### src/rtl/pipeline_ctrl.sv
// Five-stage pipeline sequencer: stall/bubble/flush/redirect control from EX flush, halt, load-use and memory back-pressure.
// Optional performance counters are built only when PIPE_PERF_EN is defined.
module pipeline_ctrl #(
    parameter int unsigned ADDR_W     = 32,
    parameter int unsigned REG_ADDR_W = 5,
    parameter int unsigned LU_CYCLES  = 1,
    parameter int unsigned CNT_W      = 32
) (
    input  logic                  clk,
    input  logic                  reset,
    input  logic                  id_valid,
    input  logic [REG_ADDR_W-1:0] id_rs1_addr,
    input  logic [REG_ADDR_W-1:0] id_rs2_addr,
    input  logic                  id_rs1_used,
    input  logic                  id_rs2_used,
    input  logic                  ex_load_valid,
    input  logic [REG_ADDR_W-1:0] ex_rd_addr,
    input  logic                  ex_flush,
    input  logic [ADDR_W-1:0]     ex_flush_addr,
    input  logic                  ex_halt,
    input  logic                  mem_busy,
    output logic                  stall_if,
    output logic                  stall_id,
    output logic                  stall_ex,
    output logic                  bubble_ex,
    output logic                  flush_front,
    output logic                  redirect_valid,
    output logic [ADDR_W-1:0]     redirect_addr,
    output logic                  halted,
    output logic [CNT_W-1:0]      cnt_stall,
    output logic [CNT_W-1:0]      cnt_flush,
    output logic [CNT_W-1:0]      cnt_bubble
);

    typedef enum logic [1:0] {RUN, LU_STALL, MEM_WAIT, HALTED} state_e;

    localparam logic [2:0] LU_LOAD = 3'(LU_CYCLES - 1);

    state_e              state_q, state_d, eff_state;
    logic                pending_q, pending_d;
    logic [ADDR_W-1:0]   pending_addr_q, pending_addr_d;
    logic [2:0]          lu_cnt_q, lu_cnt_d;
    logic                hazard;

    assign hazard = id_valid && ex_load_valid && (ex_rd_addr != '0) &&
                    ((id_rs1_used && (id_rs1_addr == ex_rd_addr)) ||
                     (id_rs2_used && (id_rs2_addr == ex_rd_addr)));

    // NOTE: every signal written here gets a default first, so no path leaves one unassigned and no latch is inferred.
    always_comb begin
        state_d        = state_q;
        pending_d      = pending_q;
        pending_addr_d = pending_addr_q;
        lu_cnt_d       = lu_cnt_q;
        stall_if       = 1'b0;
        stall_id       = 1'b0;
        stall_ex       = 1'b0;
        bubble_ex      = 1'b0;
        flush_front    = 1'b0;
        redirect_valid = 1'b0;
        redirect_addr  = '0;
        halted         = 1'b0;

        // Leaving a freeze without a held redirect resumes whatever the pipe was doing before it.
        eff_state = state_q;
        if (state_q == MEM_WAIT) begin
            eff_state = (lu_cnt_q != 3'd0) ? LU_STALL : RUN;
        end

        if (!reset) begin
            if (state_q == HALTED) begin
                stall_if = 1'b1;
                stall_id = 1'b1;
                stall_ex = 1'b1;
                halted   = 1'b1;
            end else if (mem_busy) begin
                stall_if = 1'b1;
                stall_id = 1'b1;
                stall_ex = 1'b1;
                if (ex_flush && !pending_q) begin
                    pending_d      = 1'b1;
                    pending_addr_d = ex_flush_addr;
                end
                state_d = MEM_WAIT;
            end else if ((state_q == MEM_WAIT) && pending_q) begin
                redirect_valid = 1'b1;
                redirect_addr  = pending_addr_q;
                flush_front    = 1'b1;
                pending_d      = 1'b0;
                lu_cnt_d       = 3'd0;
                state_d        = RUN;
            end else if (ex_flush) begin
                redirect_valid = 1'b1;
                redirect_addr  = ex_flush_addr;
                flush_front    = 1'b1;
                lu_cnt_d       = 3'd0;
                state_d        = RUN;
            end else if (ex_halt) begin
                stall_if = 1'b1;
                stall_id = 1'b1;
                stall_ex = 1'b1;
                state_d  = HALTED;
            end else if (eff_state == LU_STALL) begin
                stall_if  = 1'b1;
                stall_id  = 1'b1;
                bubble_ex = 1'b1;
                lu_cnt_d  = lu_cnt_q - 3'd1;
                state_d   = (lu_cnt_q == 3'd1) ? RUN : LU_STALL;
            end else begin
                state_d = RUN;
                if (hazard) begin
                    stall_if  = 1'b1;
                    stall_id  = 1'b1;
                    bubble_ex = 1'b1;
                    lu_cnt_d  = LU_LOAD;
                    state_d   = (LU_CYCLES > 1) ? LU_STALL : RUN;
                end
            end
        end
    end

    // NOTE: sequential state uses non-blocking assignments so every flop samples pre-edge values.
    always_ff @(posedge clk or posedge reset) begin
        if (reset) begin
            state_q        <= RUN;
            pending_q      <= 1'b0;
            pending_addr_q <= '0;
            lu_cnt_q       <= 3'd0;
        end else begin
            state_q        <= state_d;
            pending_q      <= pending_d;
            pending_addr_q <= pending_addr_d;
            lu_cnt_q       <= lu_cnt_d;
        end
    end

`ifdef PIPE_PERF_EN
    logic [CNT_W-1:0] cnt_stall_q, cnt_flush_q, cnt_bubble_q;

    always_ff @(posedge clk or posedge reset) begin
        if (reset) begin
            cnt_stall_q  <= '0;
            cnt_flush_q  <= '0;
            cnt_bubble_q <= '0;
        end else if (state_q != HALTED) begin
            if (stall_ex)       cnt_stall_q  <= cnt_stall_q + CNT_W'(1);
            if (redirect_valid) cnt_flush_q  <= cnt_flush_q + CNT_W'(1);
            if (bubble_ex)      cnt_bubble_q <= cnt_bubble_q + CNT_W'(1);
        end
    end

    assign cnt_stall  = cnt_stall_q;
    assign cnt_flush  = cnt_flush_q;
    assign cnt_bubble = cnt_bubble_q;
`else
    assign cnt_stall  = '0;
    assign cnt_flush  = '0;
    assign cnt_bubble = '0;
`endif

endmodule

### config.mk
export PLATFORM = sky130hd
export DESIGN_NAME = pipeline_ctrl
export DESIGN_NICKNAME = d
export VERILOG_FILES = /design/src/rtl/pipeline_ctrl.sv
export SDC_FILE = /design/constraint.sdc
export NUM_CORES = 1
export LEC_CHECK = 0
export CAP_MARGIN = 20
export CORE_ASPECT_RATIO = 1.4
export CORE_MARGIN = 1.5
export CORE_UTILIZATION = 30
export CTS_BUF_LIST = sky130_fd_sc_hd__clkbuf_2
export DETAILED_ROUTE_END_ITERATION = 6
export HOLD_SLACK_MARGIN = 0.15
export PLACE_DENSITY = 0.71
export SETUP_SLACK_MARGIN = 0.1
export SYNTH_ARGS = -nofsm -noshare
export SYNTH_HDL_FRONTEND = slang
export SYNTH_SLANG_ARGS = --single-unit
### constraint.sdc
create_clock -name clk -period 2.2 [get_ports clk]
set_input_delay 0.44 -clock clk [delete_from_list [all_inputs] [get_ports clk]]
set_output_delay 0.44 -clock clk [all_outputs]
set_load 0.03 [all_outputs]
==> results, run 1 <==
- The total wire length is about 7500 um.
- The final reports fail on negative setup slack.
- In this run the tool buffered the top-level ports with 94 buffer cells.
- The cell area power density is ~700 nW/um2.
- The TritonCTS clock tree is done.
- The reg2reg setup slack is around 0.24 ns.
- The first-pass GRT wire length is ~12000 um.
- The via count of the first global-routing pass is approximately 2500.
- The largest area contributor in the netlist is sky130_fd_sc_hd__dfrtp_1.
- For this run, the top clock speed supported by timing is 0.3992 GHz.
- The total congestion overflow is 0.
- The endpoint of the worst setup timing path is redirect_addr[16].
- Clock tree synthesis inserted a total of 5 buffers.
- CTS built an H-tree with a depth of 2.
- Along the worst path, the maximum fanout reaches 18.
- The horizontal extent of the die is 87.54 um.
- The number of unique standard cell types used by synthesis is 39.
- The initial antenna violation count is 0.
- The total die area is roughly 11000 um2.
- During synthesis, Yosys emitted a total of 0 warnings.
- At the worst endpoint, the required time is around 1.8 ns.
- The depth of the most critical reg-to-reg path is 7.
- The area added between synthesis and finish is 49.81%.
- In the synthesized netlist the dominant register cell turns out to be sky130_fd_sc_hd__dfrtp_1.
- The final count of pins violating max slew is 0.
- The design draws ~3.2 mW.
- The detail-routed net length per standard cell is 12.42 um.
- Clock-pin slew was measured on the worst setup and hold paths at 0.20 ns.
- The later pin in the worst-skew pair is clocked with a latency of about 0.40 ns.
- The y dimension of the die is roughly 120 um.
- Data on the critical path arrives at its endpoint at ~2 ns.
- The placeable core region is between 9000 and 10000 um2.
- Counting every instance in the synthesized netlist gives 350.
- The pre-antenna-repair detailed-routing pass consisted of 4 iterations.
- Counting I/O delays and the setup requirement, the final critical path takes 2.505 ns.
- Dividing the synthesized area by the synthesized cell count gives roughly 8.6 um2.
- In the synthesized netlist the async set-or-reset flop fraction comes to between 90% and 100%.
- The sequential area share after synthesis is a little under a third.
- Setup slack on the critical path of the routed design comes to -0.3047 ns.
- The analysis attributes to cell leakage a power of between 1.5 and 2 nW.
- In this run the tightest slew margin relative to its limit is 65.16%.
- The portion of synthesized cell area occupied by the leading cell type is a little under a third.
- The clock net in this run drives a total of 38 sinks.
- The peak ir drop on the vdd network is roughly 300 uV.
- The detailed placement HPWL is roughly 5500 um.
- After detailed routing, the number of remaining DRC violations is 0.
- Dividing the detail-routed via count by the number of cells gives about 4.3.
- The mapped cell area is 3002 um2.
- Setup violations remaining at the end of the flow were counted as 37.
- The worst register-to-register path ends at lu_cnt_q[2].
- The global placement routability congestion is 0.7346.
- The worst hold path belongs to the class input port to async pin.
- The total of hold buffers inserted after clock tree synthesis is 0.
- For the pin with the worst max-slew slack, the measured transition is between 0.5 and 0.6 ns.
- The final-report hold violation count is 0.
- The total number of vias is approximately 2600.
- The run finished, with violations left.
- The total routing usage reported by global routing is 14.02%.
- The synthesized design contains 0 enable-type register cells.
- Final hold analysis gives a worst-case slack of 0.5245 ns.
- The worst setup path is captured at a primary output.
- The floorplan has 43 rows.
- After synthesis the netlist holds a flip-flop and latch count of 38.
- Once the floorplan was initialized, standard cells occupied a little under a third of the core.
- In this run the critical register-to-register path is launched from state_q[1].
- Ranked by total cell area, the synthesized netlist is headed by sky130_fd_sc_hd__dfrtp_1 (32%), sky130_fd_sc_hd__buf_4 (25%), sky130_fd_sc_hd__mux2_2 (12%), sky130_fd_sc_hd__nand2_1 (8.8%), sky130_fd_sc_hd__a21oi_1 (6.2%).
- The net count of the finished layout is 530.
- The first element of the critical path is state_q[0].
- After the first detailed-routing iteration, the DRC count stood at 80.
- Setup repair after global routing could not meet its margin everywhere.
- 0 antenna diodes ended up in the layout.
- The kind of critical path is register to primary output.
- Of the cells placed in the final design, the portion with a size suffix greater than 1 is a little under two fifths.
- Between clock sinks in the finished design, the worst skew comes to 0.01355 ns.
- The count of max-cap constraint violations is 0.
- The number of buffers between clock root and the deepest sink is 2.
- The detail route stage leaves a number of antenna-violating nets equal to 0.
- The number of top-level design ports is 191.
- The cell sitting at the root of the clock tree is a sky130_fd_sc_hd__clkbuf_2.
- Dividing the final minimum period by the clock period gives 113.9%.
- The largest net degree at the start of global routing is 40.
- The startpoint kind of the worst setup timing path is a register.
==> worst max-delay path: stages, from the launching register on <==
cell and delay [ns]:
sky130_fd_sc_hd__dfrtp_1 0.43, sky130_fd_sc_hd__and2_4 0.18, sky130_fd_sc_hd__or4_4 0.52, sky130_fd_sc_hd__buf_12 0.21, sky130_fd_sc_hd__a21oi_4 0.16, sky130_fd_sc_hd__buf_6 0.15
==> how the worst min path moves through the flow <==
stage	from	endpoint	cells past startpoint
3_5_place_dp	pending_addr_q[0]	pending_addr_q[0]	1
5_1_grt	mem_busy	pending_q	4
6_report	reset	pending_addr_q[26]	4
3_3_place_gp	pending_addr_q[21]	pending_addr_q[21]	1
4_1_cts	reset	state_q[0]	4
2_1_floorplan	lu_cnt_q[1]	lu_cnt_q[1]	1
==> flip-flops by register name, indices dropped and copies added, names as in the netlist <==
signal and cells:
pending_addr_q 32, lu_cnt_q 3, state_q 2, pending_q 1
==> report_power, final <==
part	switching [mW]	internal (mW)	leakage, nW
combinational	0.967	0.740	1.52
clock	0.232	0.0632	0.0223
sequential	0.156	1.01	0.450
total	1.36	1.81	1.99
==> routing by layer <==
layer,vias up,share of wire (%),track usage [%]
met5,-,0,0
met1,1251,37,14.70
met4,0,2.1,6.052
met2,142,55,26.20
met3,12,6.2,2.925
li1,1214,-,-
==> cells in the mapped netlist (all sizes together) (3+ instances only) <==
library cell and instances:
nand2 70, nor4 4, mux2 32, inv 6, clkbuf 11, dfrtp 38, ha 3, a21oi 37
xnor2 10, nor2 3, a31o 3, buf 103, nand4 3
==> cells in the final DEF (no fill, tap or decap), types with 2 or more instances in the layout <==
master	instances
sky130_fd_sc_hd__a21oi_1	3
sky130_fd_sc_hd__a21oi_2	2
sky130_fd_sc_hd__a21oi_4	32
sky130_fd_sc_hd__a31o_1	2
sky130_fd_sc_hd__and2_4	2
sky130_fd_sc_hd__buf_12	4
sky130_fd_sc_hd__buf_4	35
sky130_fd_sc_hd__buf_6	38
sky130_fd_sc_hd__clkbuf_2	10
sky130_fd_sc_hd__clkdlybuf4s50_1	38
sky130_fd_sc_hd__conb_1	96
sky130_fd_sc_hd__dfrtp_1	37
sky130_fd_sc_hd__dlygate4sd2_1	11
sky130_fd_sc_hd__ha_1	2
sky130_fd_sc_hd__inv_1	5
sky130_fd_sc_hd__mux2_2	32
sky130_fd_sc_hd__nand2_1	69
sky130_fd_sc_hd__nand4_1	3
sky130_fd_sc_hd__nor2_1	3
sky130_fd_sc_hd__nor4_1	4
sky130_fd_sc_hd__o21a_1	2
sky130_fd_sc_hd__o21ai_0	2
sky130_fd_sc_hd__or3_1	2
sky130_fd_sc_hd__or4_4	2
sky130_fd_sc_hd__xnor2_1	9
==> kinds of logic (layout without fill, tap and decap cells) <==
| kind of cell | after synthesis | count (layout) | synth area share, % |
|---|---|---|---|
| AND/OR/NAND/NOR | 91 | 91 | 13.30 |
| multiplexers | 32 | 32 | 12.01 |
| buffers and inverters | 121 | 146 | 27.97 |
| XOR/XNOR | 10 | 10 | 2.918 |
| AO/OA/AOI/OAI | 54 | 54 | 10.75 |
| flip-flops | 38 | 38 | 31.68 |
| adder cells (fa/ha/maj) | 3 | 3 | 1.251 |
| other | 1 | 96 | 0.1249 |
==> layout make-up <==
type                            count  area, um2
Clock buffer                        5      25.02
Clock inverter                      1      3.754
Fill cell                         956       5349
Inverter                            7      35.03
Multi-Input combinational cell    286       2017
Sequential cell                    38      952.2
Tap cell                          135      168.9
Timing Repair Buffer              133       1295
==> metrics by stage <==
stage | cell area [um2] | worst slack, ns | util, % | std cells | TNS, ns
after floorplan | 3822 | 0.009504 | - | 445 | 0
after global placement | 4184 | -0.3640 | 42.50 | 583 | -11.86
after detailed placement | 4184 | -0.4393 | 42.50 | 583 | -13.52
after CTS | 4453 | -0.3625 | 45.23 | 601 | -11.46
after global routing | 4497 | -0.3878 | 45.67 | 605 | -12.28
final | 4497 | -0.3047 | 45.67 | 605 | -9.318
==> what timing repair did <==
item                       CTS  global route
setup endpoints to repair   39            40
pin swaps                   15            12
gates cloned                 0             0
resized for setup           69            19
setup buffers               12             4
(Power assumes the default switching activity.)
==> run 2, diff against run 1 <==
--- a/config.mk
+++ b/config.mk
@@ -10,6 +10,7 @@
 export CORE_MARGIN = 1.5
 export CORE_UTILIZATION = 30
 export CTS_BUF_LIST = sky130_fd_sc_hd__clkbuf_2
+export CTS_CLUSTER_SIZE = 30
 export DETAILED_ROUTE_END_ITERATION = 6
 export HOLD_SLACK_MARGIN = 0.15
 export PLACE_DENSITY = 0.71
==> results of run 2 <==
No change in the layout: final DEF, timing and power equal those of run 1.
==> run 3, diff against run 2 <==
--- a/config.mk
+++ b/config.mk
@@ -10,8 +10,9 @@
 export CORE_MARGIN = 1.5
 export CORE_UTILIZATION = 30
 export CTS_BUF_LIST = sky130_fd_sc_hd__clkbuf_2
-export CTS_CLUSTER_SIZE = 30
+export CTS_CLUSTER_SIZE = 12
 export DETAILED_ROUTE_END_ITERATION = 6
+export GPL_TIMING_DRIVEN = 0
 export HOLD_SLACK_MARGIN = 0.15
 export PLACE_DENSITY = 0.71
 export SETUP_SLACK_MARGIN = 0.1
==> run 3 against run 2 <==
Effect of this change:
- clock-buffer cell count is 2 higher
- critical path type unchanged
- sequential power hardly changed
- utilization is 8.7 points higher
- the run still ends with negative setup slack left
- highest routed layer unchanged
==> results, run 3 (synthesis results as in run 1) <==
- The floorplan step defined a die boundary enclosing between 10000 and 15000 um2.
- The clock power share is 12.6%.
- The detail-routed via count per cell is between 4 and 5.
- In the layout the commonest cells are sky130_fd_sc_hd__buf_4 (121), sky130_fd_sc_hd__conb_1 (96), sky130_fd_sc_hd__nand2_1 (68).
- The post-layout worst setup margin is -0.3638 ns.
- In this run the remaining antenna-violating nets after routing total 0.
- The detailed router's first-iteration violation count is just under 80.
- The setup clock skew after layout is between 0.015 and 0.02 ns.
- The final count of pins violating max slew came to 0.
- For the finished layout, the period the worst path requires is 2.564 ns.
- The clock-pin slew on the worst setup and hold paths is 0.18 ns.
- The number of nets at the end of the flow is approximately 630.
- The first global-routing pass estimated 13500 um of wire.
- The number of clock buffers added by TritonCTS is 5.
- The horizontal extent of the die is ~90 um.
- For met1 alone, demand over resource in global routing was about 17%.
- The setup violation total in the final timing report is 37.
- The CTS root buffer is sky130_fd_sc_hd__clkbuf_2.
- The layer flagged by global routing as most heavily used is met2.
- Setup repair after global routing could not meet its margin everywhere.
- The startpoint kind of the worst setup timing path is a register.
- The most common cell after layout, fill and taps aside is sky130_fd_sc_hd__buf_4.
- The total congestion overflow is 0.
- In this run switching power makes up between 40% and 50% of total power.
- No sink is reached through more buffers than the 2 on the longest clock path.
- The checks that failed: negative setup slack.
- The via count of the first global-routing pass came to a little under 3000.
- The slew at the pin with the worst max-slew slack is 0.5785 ns.
- The area added between synthesis and finish is 78.32%.
- The worst-skew pair later-pin latency is 0.41 ns.
- The largest net degree at the start of global routing is 21.
- The delay of the slowest cell on the worst path is a little under 0.5 ns.
- The post-route netlist has 48.08% of its cells at a drive strength greater than 1.
- The register with the most flip-flops in the layout has 32 of them.
- The routed design has ~8700 um of wire.
- The power after layout is 3.493 mW.
- The initial antenna violation count is 0.
- TritonCTS built the clock tree.
- The biggest fanout along the worst timing path is 9.
- For this run, the total global-route usage over all layers was measured as roughly 16%.
- The path category of the worst min-delay check is input port to register.
- The filler cell count is roughly 910.
- In the routed design, unresolved DRC markers number 0.
- For this design the top-level I/O count stands at about 190.
- The standby leakage power is around 2.5 nW.
- The portion of total power attributed to sequential cells is 33.6%.
- The final cell count without fillers is between 700 and 800.
- The share of the cycle needed by the critical path after routing is 116.5%.
- The internal power component is approximately 2.1 mW.
- For the worst setup path, the data required time is 1.76 ns.
- The part of the total power dissipated in combinational logic is 53.8%.
- For met3 alone, demand over resource in global routing was a little under 4%.
- The endpoint kind of the worst setup timing path is a primary output.
- The cell area power density is 652.6 nW/um2.
- The number of clock sinks seen by CTS is 38.
- The count of standard-cell rows is 43.
- The global placement routability congestion is 0.7282.
- For this configuration, the core starts out at a cell density of a little over 30%.
- Across the run, the number of max-cap violations was 0.
- The region available for standard cell placement spans around 9800 um2.
- The kind of critical path is register to primary output.
- The placed cell count is between 600 and 700.
- The final-report hold violation count came to 0.
- The number of buffers and inverters on the critical path is 3.
- The flow ran to the end, but the final reports show violations.
- The worst pin sits at a relative slew slack of 61.22%.
- In this run the power spent charging and discharging nets is 1.406 mW.
- The slowest stage of the critical path is the sky130_fd_sc_hd__or4_4 cell.
- Global routing consumed, on the met2 layer, a little under a third of the routing resources.
- Detailed placement finished with a half-perimeter wire length of ~6300 um.
- The depth of the CTS H-tree is 2.
- The number of iterations in the first detailed-routing pass is 4.
- Dividing the detail-routed wire length by the instance count gives around 12 um.
- From bottom edge to top edge, the die measures ~120 um.
- The worst-case IR drop observed on VDD is 282.1 uV.
- The number of inserted diodes is 0.
- The kind of cell with the highest combined delay on the critical path is simple AND/OR/NAND/NOR gates.
- The largest registers in the layout are pending_addr_q x32, lu_cnt_q x3, state_q x2.
- The maximum frequency from static timing analysis is 0.3900 GHz.
- Walking the worst path, the cells encountered are and2_4 > or4_4 > buf_12 > clkbuf_16 > a21oi_4 > buf_6.
- pending_addr_q holds more flip-flops than any other register.
- The worst path arrival time is 2.12 ns.
- Buffers placed on the I/O ports in this run total approximately 90.
- The total number of vias is ~2900.
run 3: cell count changes in the layout (fill, tap and decap cells not counted), sizes merged, moves of 2 or more:
cell           delta
buf              +88
clkdlybuf4s15     +5
dlygate4sd3       +3
clkinvlp          +2
clkdlybuf4s50     -2
clkbuf           +10
run 3: cell type report:
type	count	area, um2	share of cell area [%]
clock inverters	1	30.03	0.5610
flip-flops and latches	38	954.7	17.84
inverters	7	37.54	0.7013
repair inverters	2	10.01	0.1870
multi-input cells	286	2018	37.70
repair buffers	119	1184	22.11
plain buffers	114	914.6	17.09
clock buffers	7	35.03	0.6545
well taps	135	168.9	3.156
run 3: metal layers:
layer	wire length [um]	vias up
met4	260	0
met2	4663	146
met1	3022	1347
met5	0	-
li1	-	1408
met3	708	16
run 3: power groups by stage:
stage | sequential, mW | combinational, mW | clock [mW]
global placement | 1.17 | 1.61 | 0
global route | 1.21 | 2.02 | 0.493
finish | 1.17 | 1.88 | 0.442
CTS | 1.17 | 1.83 | 0.461
floorplan | 1.14 | 1.29 | 0
detailed placement | 1.19 | 1.65 | 0
run 3: per-stage QoR:
stage	setup slack, ns	area (um2)	util (%)	hold slack [ns]	TNS [ns]
finish	-0.3638	5353	54.37	0.3033	-12.01
global route	-0.4335	5353	54.37	0.2717	-14.84
CTS	-0.4046	5274	53.56	0.2444	-13.58
floorplan	0.009504	3822	-	0.4733	0
detailed placement	-1.003	4912	49.89	0.4923	-36.02
global placement	-0.9892	4912	49.89	0.4859	-35.38
run 3: worst paths after layout:
kind | start | end | slack (ns) | cells past startpoint
max in group asynchronous | reset | pending_addr_q[23] | 1.08 | 4
max | state_q[0] | redirect_addr[11] | -0.36 | 6
min reg2reg | lu_cnt_q[1] | lu_cnt_q[1] | 0.53 | 1
min in group asynchronous | reset | pending_addr_q[5] | 0.66 | 3
min | reset | state_q[1] | 0.30 | 2
max reg2reg | state_q[0] | lu_cnt_q[2] | 0.17 | 8
run 3: repair_timing:
item                                    4_1_cts  5_1_grt
gates resized for setup                     310       24
endpoints found under the hold margin        18        9
hold buffers                                  2        1
endpoints found under the setup margin       39       38
gates cloned                                  5        0
setup buffers                                17        3
pin swaps                                    17        5
